--- src/rtl/flp_sig_add_norm_round_pkg.sv ---
// Shared types and helpers for the floating-point adder back-end:
// rounding modes, per-stage payload structs and the rounding-increment decision.
package flp_sig_add_norm_round_pkg;

  localparam int GRS_BITS = 3;

  typedef enum logic [1:0] {
    RM_RNE = 2'b00,
    RM_RTZ = 2'b01,
    RM_RUP = 2'b10,
    RM_RDN = 2'b11
  } rm_e;

  // Per-beat control that rides alongside the datapath through every stage.
  typedef struct packed {
    logic sign;
    logic signs_equal;
    rm_e  rm;
    logic bypass;
  } beat_ctrl_t;

  // Sum classification produced by S3 and consumed by S4/S5.
  typedef struct packed {
    logic carry;
    logic zero;
  } sum_flags_t;

  typedef struct packed {
    logic lsb;
    logic g;
    logic r;
    logic s;
  } round_bits_t;

  function automatic logic round_inc(input rm_e rm, input logic sign, input round_bits_t rb);
    logic any_dropped;
    logic inc;
    any_dropped = rb.g | rb.r | rb.s;
    unique case (rm)
      RM_RNE:  inc = rb.g & (rb.r | rb.s | rb.lsb);
      RM_RTZ:  inc = 1'b0;
      RM_RUP:  inc = ~sign & any_dropped;
      default: inc = sign & any_dropped;
    endcase
    return inc;
  endfunction

endpackage

--- src/rtl/flp_sig_add_norm_round_if.sv ---
// Beat interface between the alignment stage, the add/normalise/round back-end
// and its consumer.
interface flp_sig_add_norm_round_if #(
  parameter int EXP_BITS = 8,
  parameter int SIG_BITS = 23
);
  logic                         in_valid;
  logic                         in_ready;
  logic                         in_sign;
  logic                         in_signs_equal;
  logic [EXP_BITS-1:0]          in_exp_b;
  logic [SIG_BITS:0]            in_sig_b;
  logic [SIG_BITS+3:0]          in_sig_a;
  logic [1:0]                   in_rm;
  logic                         in_bypass;
  logic [EXP_BITS+SIG_BITS:0]   in_bypass_value;
  logic                         out_valid;
  logic                         out_ready;
  logic [EXP_BITS+SIG_BITS:0]   out_result;
  logic                         out_overflow;
  logic                         out_inexact;

  modport master (
    output in_valid, in_sign, in_signs_equal, in_exp_b, in_sig_b, in_sig_a,
           in_rm, in_bypass, in_bypass_value, out_ready,
    input  in_ready, out_valid, out_result, out_overflow, out_inexact
  );

  modport slave (
    input  in_valid, in_sign, in_signs_equal, in_exp_b, in_sig_b, in_sig_a,
           in_rm, in_bypass, in_bypass_value, out_ready,
    output in_ready, out_valid, out_result, out_overflow, out_inexact
  );
endinterface

--- src/rtl/flp_sig_add_norm_round_lzc.sv ---
// Leading-zero counter; empty flags an all-zero input (cnt is then don't-care).
module flp_sig_add_norm_round_lzc #(
  parameter int BITWIDTH = 27
) (
  input  logic [BITWIDTH-1:0]         data,
  output logic [$clog2(BITWIDTH)-1:0] cnt,
  output logic                        empty
);
  localparam int CNT_BITS = $clog2(BITWIDTH);

  // NOTE: every variable written in always_comb gets a default first, so no path leaves it unassigned (no latch).
  always_comb begin
    cnt = '0;
    for (int i = 0; i < BITWIDTH; i++) begin
      if (data[i]) cnt = CNT_BITS'(BITWIDTH - 1 - i);
    end
  end

  assign empty = ~|data;
endmodule

--- src/rtl/flp_sig_add_norm_round.sv ---
// Floating-point adder back-end: add/subtract aligned significands, normalise,
// round, flag overflow/inexact; five stages sharing one stall enable.
module flp_sig_add_norm_round
  import flp_sig_add_norm_round_pkg::*;
#(
  parameter int EXP_BITS = 8,
  parameter int SIG_BITS = 23
) (
  input logic                  clk,
  input logic                  rst_n,
  flp_sig_add_norm_round_if.slave bus
);
  localparam int LZC_BITS = $clog2(SIG_BITS + 4);
  localparam int SUM_W    = SIG_BITS + 5;
  localparam int NRM_W    = SIG_BITS + 4;
  localparam int EXT_W    = EXP_BITS + 1;
  localparam int RES_W    = 1 + EXP_BITS + SIG_BITS;
  localparam logic [EXT_W-1:0] EXP_MAX = {1'b0, {EXP_BITS{1'b1}}};

  logic       en;
  logic [5:1] vld;

  assign en           = !vld[5] || bus.out_ready;
  assign bus.in_ready = en;
  assign bus.out_valid = vld[5];

  // NOTE: sequential state uses non-blocking assignments so all stages advance from pre-edge values.
  always_ff @(posedge clk or negedge rst_n) begin
    if (!rst_n)  vld <= '0;
    else if (en) vld <= {vld[4:1], bus.in_valid};
  end

  // ---------------- S1: conditional negation of the smaller operand
  beat_ctrl_t         ctrl_in;
  logic [SUM_W-1:0]   a_ext;
  assign ctrl_in = '{sign: bus.in_sign, signs_equal: bus.in_signs_equal,
                     rm: rm_e'(bus.in_rm), bypass: bus.in_bypass};
  assign a_ext   = {1'b0, bus.in_sig_a};

  logic [SUM_W-1:0]    s1_a;
  logic [SIG_BITS:0]   s1_b;
  logic [SUM_W-1:0]    s2_sum, s3_sum;
  logic [EXP_BITS-1:0] s1_exp, s2_exp, s3_exp;
  logic [LZC_BITS-1:0] s3_lz;
  sum_flags_t          s3_flags;
  logic [NRM_W-1:0]    s4_m;
  logic [EXT_W-1:0]    s4_exp;
  logic                s4_ovf, s4_zero;
  beat_ctrl_t          s1_ctrl, s2_ctrl, s3_ctrl, s4_ctrl;
  logic [RES_W-1:0]    s1_bval, s2_bval, s3_bval, s4_bval;

  logic [LZC_BITS-1:0] lz;
  logic                lz_empty;

  flp_sig_add_norm_round_lzc #(.BITWIDTH(SIG_BITS + 4)) u_lzc (
    .data  (s2_sum[NRM_W-1:0]),
    .cnt   (lz),
    .empty (lz_empty)
  );

  // ---------------- S4 combinational normalisation
  logic [NRM_W-1:0]    norm_m;
  logic [EXT_W-1:0]    norm_exp;
  logic [EXP_BITS-1:0] sub_shift;
  logic                norm_ovf;

  assign sub_shift = (s3_exp == '0) ? '0 : s3_exp - EXP_BITS'(1);

  always_comb begin
    norm_m   = s3_sum[NRM_W-1:0];
    norm_exp = '0;
    if (s3_flags.carry) begin
      norm_m    = s3_sum[SUM_W-1:1];
      norm_m[0] = s3_sum[1] | s3_sum[0];
      norm_exp  = EXT_W'(s3_exp) + EXT_W'(1);
    end else if (32'(s3_exp) > 32'(s3_lz)) begin
      norm_m   = s3_sum[NRM_W-1:0] << s3_lz;
      norm_exp = EXT_W'(s3_exp) - EXT_W'(s3_lz);
    end else begin
      // Subnormal: stop shifting where the exponent bottoms out at the minimum.
      norm_m   = s3_sum[NRM_W-1:0] << sub_shift;
      norm_exp = '0;
    end
  end

  assign norm_ovf = norm_exp >= EXP_MAX;

  // NOTE: datapath payload has no reset; only valid bits and outputs need a defined reset value.
  always_ff @(posedge clk) begin
    if (en) begin
      s1_a     <= bus.in_signs_equal ? a_ext : (~a_ext + SUM_W'(1));
      s1_b     <= bus.in_sig_b;
      s1_exp   <= bus.in_exp_b;
      s1_ctrl  <= ctrl_in;
      s1_bval  <= bus.in_bypass_value;

      s2_sum   <= s1_a + {1'b0, s1_b, {GRS_BITS{1'b0}}};
      s2_exp   <= s1_exp;
      s2_ctrl  <= s1_ctrl;
      s2_bval  <= s1_bval;

      s3_sum         <= s2_sum;
      s3_lz          <= lz;
      s3_flags.carry <= s2_sum[SUM_W-1];
      s3_flags.zero  <= lz_empty && !s2_sum[SUM_W-1];
      s3_exp         <= s2_exp;
      s3_ctrl        <= s2_ctrl;
      s3_bval        <= s2_bval;

      s4_m     <= norm_m;
      s4_exp   <= norm_exp;
      s4_ovf   <= norm_ovf;
      s4_zero  <= s3_flags.zero;
      s4_ctrl  <= s3_ctrl;
      s4_bval  <= s3_bval;
    end
  end

  // ---------------- S5 rounding and result selection
  round_bits_t         rb;
  logic                inc, dropped;
  logic [SIG_BITS+1:0] rnd;
  logic [EXT_W-1:0]    rnd_exp;
  logic [SIG_BITS-1:0] rnd_frac;
  logic                rnd_ovf, to_inf, zero_sign;
  logic [RES_W-1:0]    res_d;
  logic                ovf_d, inx_d;

  assign rb      = '{lsb: s4_m[GRS_BITS], g: s4_m[2], r: s4_m[1], s: s4_m[0]};
  assign inc     = round_inc(s4_ctrl.rm, s4_ctrl.sign, rb);
  assign dropped = rb.g | rb.r | rb.s;
  assign rnd     = {1'b0, s4_m[NRM_W-1:GRS_BITS]} + (SIG_BITS + 2)'(inc);

  always_comb begin
    rnd_exp  = s4_exp;
    rnd_frac = rnd[SIG_BITS-1:0];
    if (rnd[SIG_BITS+1]) begin
      rnd_exp  = s4_exp + EXT_W'(1);
      rnd_frac = '0;
    end else if (s4_exp == '0 && rnd[SIG_BITS]) begin
      rnd_exp = EXT_W'(1);
    end
  end

  assign rnd_ovf   = s4_ovf || (rnd_exp >= EXP_MAX);
  assign to_inf    = (s4_ctrl.rm == RM_RNE) ||
                     (s4_ctrl.rm == RM_RUP && !s4_ctrl.sign) ||
                     (s4_ctrl.rm == RM_RDN &&  s4_ctrl.sign);
  assign zero_sign = s4_ctrl.signs_equal ? s4_ctrl.sign : (s4_ctrl.rm == RM_RDN);

  always_comb begin
    res_d = {s4_ctrl.sign, rnd_exp[EXP_BITS-1:0], rnd_frac};
    ovf_d = 1'b0;
    inx_d = dropped;
    if (s4_ctrl.bypass) begin
      res_d = s4_bval;
      inx_d = 1'b0;
    end else if (s4_zero) begin
      res_d = {zero_sign, {(RES_W-1){1'b0}}};
      inx_d = 1'b0;
    end else if (rnd_ovf) begin
      ovf_d = 1'b1;
      inx_d = 1'b1;
      res_d = to_inf ? {s4_ctrl.sign, {EXP_BITS{1'b1}}, {SIG_BITS{1'b0}}}
                     : {s4_ctrl.sign, {{(EXP_BITS-1){1'b1}}, 1'b0}, {SIG_BITS{1'b1}}};
    end
  end

  logic [RES_W-1:0] out_result_q;
  logic             out_overflow_q, out_inexact_q;

  always_ff @(posedge clk or negedge rst_n) begin
    if (!rst_n) begin
      out_result_q   <= '0;
      out_overflow_q <= 1'b0;
      out_inexact_q  <= 1'b0;
    end else if (en) begin
      out_result_q   <= res_d;
      out_overflow_q <= ovf_d;
      out_inexact_q  <= inx_d;
    end
  end

  assign bus.out_result   = out_result_q;
  assign bus.out_overflow = out_overflow_q;
  assign bus.out_inexact  = out_inexact_q;
endmodule
--- src/flat_wrapper.sv ---
// flat-port wrapper written by rule: the top's interface ports become plain ports
module flp_sig_add_norm_round_flat import flp_sig_add_norm_round_pkg::*;
#(
  parameter int EXP_BITS = 8,
  parameter int SIG_BITS = 23
)
  (clk, rst_n, bus_in_valid, bus_in_sign, bus_in_signs_equal, bus_in_exp_b, bus_in_sig_b, bus_in_sig_a, bus_in_rm, bus_in_bypass, bus_in_bypass_value, bus_out_ready, bus_in_ready, bus_out_valid, bus_out_result, bus_out_overflow, bus_out_inexact);
  flp_sig_add_norm_round_if #(.EXP_BITS(EXP_BITS), .SIG_BITS(SIG_BITS)) bus_i ();
  input logic clk;
  input logic rst_n;
  input wire logic [$bits(bus_i.in_valid)-1:0] bus_in_valid;
  input wire logic [$bits(bus_i.in_sign)-1:0] bus_in_sign;
  input wire logic [$bits(bus_i.in_signs_equal)-1:0] bus_in_signs_equal;
  input wire logic [$bits(bus_i.in_exp_b)-1:0] bus_in_exp_b;
  input wire logic [$bits(bus_i.in_sig_b)-1:0] bus_in_sig_b;
  input wire logic [$bits(bus_i.in_sig_a)-1:0] bus_in_sig_a;
  input wire logic [$bits(bus_i.in_rm)-1:0] bus_in_rm;
  input wire logic [$bits(bus_i.in_bypass)-1:0] bus_in_bypass;
  input wire logic [$bits(bus_i.in_bypass_value)-1:0] bus_in_bypass_value;
  input wire logic [$bits(bus_i.out_ready)-1:0] bus_out_ready;
  output wire logic [$bits(bus_i.in_ready)-1:0] bus_in_ready;
  output wire logic [$bits(bus_i.out_valid)-1:0] bus_out_valid;
  output wire logic [$bits(bus_i.out_result)-1:0] bus_out_result;
  output wire logic [$bits(bus_i.out_overflow)-1:0] bus_out_overflow;
  output wire logic [$bits(bus_i.out_inexact)-1:0] bus_out_inexact;
  assign bus_i.in_valid = bus_in_valid;
  assign bus_i.in_sign = bus_in_sign;
  assign bus_i.in_signs_equal = bus_in_signs_equal;
  assign bus_i.in_exp_b = bus_in_exp_b;
  assign bus_i.in_sig_b = bus_in_sig_b;
  assign bus_i.in_sig_a = bus_in_sig_a;
  assign bus_i.in_rm = bus_in_rm;
  assign bus_i.in_bypass = bus_in_bypass;
  assign bus_i.in_bypass_value = bus_in_bypass_value;
  assign bus_i.out_ready = bus_out_ready;
  assign bus_in_ready = bus_i.in_ready;
  assign bus_out_valid = bus_i.out_valid;
  assign bus_out_result = bus_i.out_result;
  assign bus_out_overflow = bus_i.out_overflow;
  assign bus_out_inexact = bus_i.out_inexact;
  flp_sig_add_norm_round #(.EXP_BITS(EXP_BITS), .SIG_BITS(SIG_BITS)) u_core (.clk(clk), .rst_n(rst_n), .bus(bus_i));
endmodule
--- config.mk ---
export PLATFORM = sky130hd
export DESIGN_NAME = flp_sig_add_norm_round_flat
export DESIGN_NICKNAME = d
export VERILOG_FILES = /design/src/rtl/flp_sig_add_norm_round_pkg.sv /design/src/rtl/flp_sig_add_norm_round_if.sv /design/src/rtl/flp_sig_add_norm_round_lzc.sv /design/src/rtl/flp_sig_add_norm_round.sv /design/src/flat_wrapper.sv
export SDC_FILE = /design/constraint.sdc
export NUM_CORES = 1
export LEC_CHECK = 0
export BUFFER_PORTS_ARGS = -buffer_cell sky130_fd_sc_hd__buf_2
export CORE_MARGIN = 3
export CORE_UTILIZATION = 30
export CTS_CLUSTER_DIAMETER = 60
export DETAILED_ROUTE_END_ITERATION = 12
export GPL_TIMING_DRIVEN = 0
export PLACE_DENSITY_LB_ADDON = 0.1
export SKIP_CTS_REPAIR_TIMING = 1
export SYNTH_ARGS = -nofsm -noshare
export SYNTH_HDL_FRONTEND = slang
export SYNTH_HIERARCHICAL = 1
export SYNTH_SLANG_ARGS = --single-unit
--- constraint.sdc ---
create_clock -name clk -period 14.4 [get_ports clk]
set_input_delay 1.44 -clock clk [delete_from_list [all_inputs] [get_ports clk]]
set_output_delay 1.44 -clock clk [all_outputs]
set_load 0.01 [all_outputs]
# After elaboration in Yosys (flattened, before gate mapping)
# Cells that the tools add are included.
dict set report op_classes {
  addsub 7
  order_cmp 3
  eq_ne 3
  shift 2
  mux 47
  bitwise 10
  n_reduce_logical 20
}
# cell count
set op_table {}
lappend op_table {{$mux 27} 3}
lappend op_table {{$mux 32} 2}
lappend op_table {{$mux 5} 11}
lappend op_table {{$mux 9} 4}
lappend op_table {{$mux 4} 8}
lappend op_table {{$mux 31} 1}
lappend op_table {{$add 28x1->28 const B} 1}
lappend op_table {{$add 28x27->28} 1}
lappend op_table {{$not 27->28} 1}
lappend op_table {{$reduce_or 27->1} 1}
lappend op_table {{$shl 27x5->27} 1}
lappend op_table {{$shl 27x8->27} 1}
lappend op_table {{$add 24x1->25} 1}
lappend op_table {{$mux 24} 1}
lappend op_table {{$mux 23} 1}
lappend op_table {{$ge 9x8->1 const B} 2}
lappend op_table {{$reduce_or 16->1} 1}
lappend op_table {{$mux 3} 4}
lappend op_table {{$add 8x1->9 const B} 1}
lappend op_table {{$add 9x1->9 const B} 1}
lappend op_table {{$logic_not 9->1} 1}
lappend op_table {{$sub 8x5->9} 1}
lappend op_table {{$gt 8x5->1} 1}
lappend op_table {{$logic_not 8->1} 1}
lappend op_table {{17 further kinds} 41}
dict set report word_totals {
  reg_bits 364
  inputBits 100
  output_inout_bits 36
  elab_cells 135
}

# Logic depth before layout (Yosys ltp)
dict set report logic_depth {
  depth_word 26
  mapped_depth 16
  ltp_nobuf 15
}

# Hierarchy
# The synthesis kept the hierarchy.
# mod instances cells_per_inst area_each_um2 seq_area_each_um2
set by_module_without_submodules {}
lappend by_module_without_submodules {flp_sig_add_norm_round 1 1313 17036.3 10705.3}
lappend by_module_without_submodules {flp_sig_add_norm_round_lzc 1 57 322.8 0.0}

# Worst setup path after synthesis
# OpenSTA, ideal clock, no wires.
dict set report synth_timing {
  path_type {input to output}
  start {in bus_out_ready}
  end {out bus_in_ready}
  arrival_time_ns 10.958
  t_required_ns 12.960
  slack_ns 2.002
  cell_stages 5
  path_buffers 3
  cell_sequence {nor2b_1 clkbuf_1 clkinv_1 clkbuf_1 buf_1}
}
dict set report synth_between {
  elab_chain_len 1
}
# item line
set synth_rtl {}
lappend synth_rtl {{start: declaration} flat_wrapper.sv:20} ;# input wire logic [$bits(bus_i.out_ready)-1:0] bus_out_ready;
lappend synth_rtl {{$logic_or 1x1->1} flp_sig_add_norm_round.sv:23} ;# assign en = !vld[5] || bus.out_ready;
lappend synth_rtl {{end: declaration} flat_wrapper.sv:21} ;# output wire logic [$bits(bus_i.in_ready)-1:0] bus_in_ready;
# Every way passes these cells.

# Final worst setup path
# Same ends and word-level chain as after synthesis.

==> summary.md <==
| Metric | Value |
|---|---|
| Yosys top cell area share | around 56% |
| Final GP Congestion | ~0.9 |
| YS warnings | 6 |
| Num CTS Buffers | 44 |
| Global Route Usage Sum | around 15% |
| Clock transition at the registers of the reported paths | 0.06 ns |
| Outcome | finished clean |
| Die height | ~250 um |
| Reg2reg end | u_core/bus.out_result[13] |
| Wire length per cell | ~19 um |
| WL final | ~45000 um |
| Leakage | roughly 7.7 nW |
| Port Buffers | 133 |
| Mean Syn Cell Area | roughly 13 um2 |
| CTS max path bufs | 3 |
| Mapped Cells | 1370 |
| Register area share after synthesis | 61.7% |
| Pins over their slew limit | 0 |
| DRT iter0 DRCs | 850 |
| Relative slew slack | ~38% |
| Vias per std cell | ~5 |
| Least-Margin Pin Slew | 0.933 ns |
| Critical path's slowest cell | buf_2 |
| Multi-input gate area | 6230 um2 |
| Initial core utilization | a little under a third |
| Hold Vio Cnt, Final | 0 |
| PwrDens | roughly 230 nW/um2 |
| #FFs+latches synth | 363 |
| Detailed Place HPWL | 33900 um |
| Reg area | around 11000 um2 |
| Vias in the first global route | 11800 |
| Period minus WS final | about 5 ns |
| H-tree depth | 2 |
| Required time worst endpoint | 12.96 ns |
| CP Cell Sequence | buf_2 -> nor2b_1 -> clkbuf_1 -> clkinv_1 -> clkbuf_1 -> buf_2 -> buf_12 -> buf_12 -> buf_2 |
| Die X | approximately 250 um |
| Placed Area | ~19000 um2 |
| Power Total | between 4 and 5 mW |
| FF-to-FF setup slack | a little over 10 ns |
| Hold endpoint | u_core/s2_bval[10] |
| RR Startpoint | u_core/s4_ctrl[2] |
| Area contributors post-synth | edfxtp_1, dfrtp_1, ha_1 |
| Hold crit path type | reg -> reg |
| Filler Cells Inserted | 5644 |
| CP Class | in -> out |
| Yosys top cell by area | edfxtp_1 |
| Int Power | just under 3 mW |
| CORE AREA | between 50000 and 60000 um2 |
| Final cell count without fillers | 2347 |
| Die area | approximately 60000 um2 |
| Core Rows | 87 |
| Clk pwr share | roughly 22% |
| RSZ-0062 raised after global routing | no |
| Area growth syn-to-layout | 18.1% |
| Diodes inserted | 0 |
| Largest net degree at the start of global routing | 43 |
| IO Pins | 136 |
| Max-cap violations | 0 |
| Mapped Nets | about 1500 |
| Critical path fanouts, max | 40 |
| Post-route ant nets | 0 |
| Fin Hold WS | about 0.4 ns |
| Setup Skew | 0.0206 ns |
| GRT overflow | 0 |
| Reg2Reg Depth | 16 |
| Layout cells sized above 1 | roughly a fifth |
| Remaining DRCs | 0 |
| Final count of negative-setup-slack endpoints | 0 |
| Most used cell, CP | buf_2 |
| Period utilisation layout | a little over a third |
| Root buffer cell | clkbuf_16 |
| EDFF count, synth | approximately 320 |
| Final nets | between 1500 and 2000 |
| Global-route wire length before repair | 70000 um |
| Hold path depth | 0 |
| Switching power share of the total | approximately two fifths |
| Worst skew pair latency | 0.57 ns |
| Most common cell after layout, fill and taps aside | edfxtp_1 |
| Slowest stage delay, CP | roughly 0.46 ns |
| Worst Setup End Kind | output port |
| CTS tree | built |
| Primary FF master, synth | edfxtp_1 |
| Setup crit start | bus_out_ready |
| Initial antenna violation count | 0 |
| First-pass DRT Iterations | 5 |
| Hold Startpoint | u_core/s1_bval[10] |
| Post-layout instance area | 20500 um2 |
| Most frequent cells in the layout | edfxtp_1, buf_2, nand2_1, nor2_1, a21oi_1 |
| Final Util | between 30% and 40% |
| Post-Syn Area | roughly 17000 um2 |
| Post-synth ARST share | a little over a tenth |
| Comb power frac | roughly 37% |
| Worst VDD drop | between 0.08 and 0.09 mV |
| Post-synth cell types | 96 |
| Reg power frac | roughly two fifths |
| Routed via count | between 10000 and 15000 |
| Placed cell count | about 2300 |
| P_sw | approximately 1.9 mW |
| Crit path launch type | input pin |
| CTS Sinks | 363 |
| WP data arrival | ~3.6 ns |
| Max Clock Freq | 200 MHz |
-- kinds of logic (layout without fill, tap and decap cells) --
kind of cell | after synthesis | count (layout) | share of synthesized area, %
and+or+nand+nor | 433 | 433 | 12.9
DFF | 363 | 363 | 61.7
AOI/OAI and AO/OA | 328 | 328 | 14.0
buffers and inverters | 93 | 314 | 2.44
xor gates and xnor gates | 78 | 78 | 3.94
adders and majority gates | 40 | 40 | 2.97
muxes | 35 | 35 | 2.09
-- state kept, by name, indices dropped and copies added (netlist names), 8 cells and up --
name,cells
u_core/bus.out_result,32
u_core/s1_a,28
u_core/s1_b,24
u_core/s2_exp,8
u_core/s4_bval,32
u_core/s1_bval,32
u_core/s2_bval,32
u_core/s4_exp,9
u_core/s1_exp,8
u_core/s4_m,27
u_core/s3_bval,32
u_core/s3_sum,28
u_core/s2_sum,28
u_core/s3_exp,8
-- cell type report --
cell class | count | area share, %
clock inverter | 23 | 0.867
clock buffer | 56 | 5.70
tap | 756 | 4.61
sequential | 363 | 52.2
timing repair buffer | 142 | 4.13
buffer | 53 | 1.34
inverter | 40 | 0.733
multi-input combinational | 914 | 30.4
-- how the worst max path moves through the flow --
stage / endpoint / slack, ns / cells after the start
6_report: bus_in_ready / 9.39 / 9
5_1_grt: bus_in_ready / 9.17 / 9
4_1_cts: bus_in_ready / 9.35 / 9
3_5_place_dp: bus_in_ready / 9.36 / 9
3_3_place_gp: bus_in_ready / -3.68 / 7
2_1_floorplan: bus_in_ready / 2.00 / 5
-- cells in the mapped netlist (10+ instances only) --
cell      instances
edfxtp_1        324
nand2_1         112
nor2_1           98
a21oi_1          80
nand3_1          57
o21ai_0          46
xor2_1           41
dfrtp_1          39
inv_1            39
ha_1             38
xnor2_1          37
nor3_1           31
clkbuf_1         26
mux2i_1          25
and3_1           23
o211ai_1         23
a211oi_1         18
nand2b_1         17
o221ai_1         17
nor4_1           16
a21o_1           14
buf_2            14
o211ai_2         12
nor2b_1          11
mux2_2           10
nand4_1          10
o31ai_1          10
-- power groups by stage --
stage	clock network, mW	logic (mW)	registers [mW]
floorplan	0	1.17	1.99
global placement	0	1.73	2.15
detailed placement	0	1.75	2.02
CTS	1.07	1.76	2.00
global route	1.12	1.93	2.04
finish	1.03	1.75	1.99
-- layer usage --
layer	GRT usage (%)	vias to the layer above	share of wire [%]
met5	0	-	0
met4	4.89	0	2.8
met3	2.56	76	4.7
met2	23.9	270	46
met1	20.5	5688	46
li1	-	5685	-
-- metrics by stage --
step / setup WS, ns / TNS, ns
final: 9.39 / 0
after global routing: 9.17 / 0
after CTS: 9.35 / 0
after detailed placement: 9.36 / 0
after global placement: -3.68 / -569.16
after floorplan: 2.00 / 0
-- critical path, delay by kind of cell --
family        cells  cell delay [ns]
simple gates      1             0.03
buf+inv           8             2.07
No activity file was read; power rests on OpenSTA's default activity.
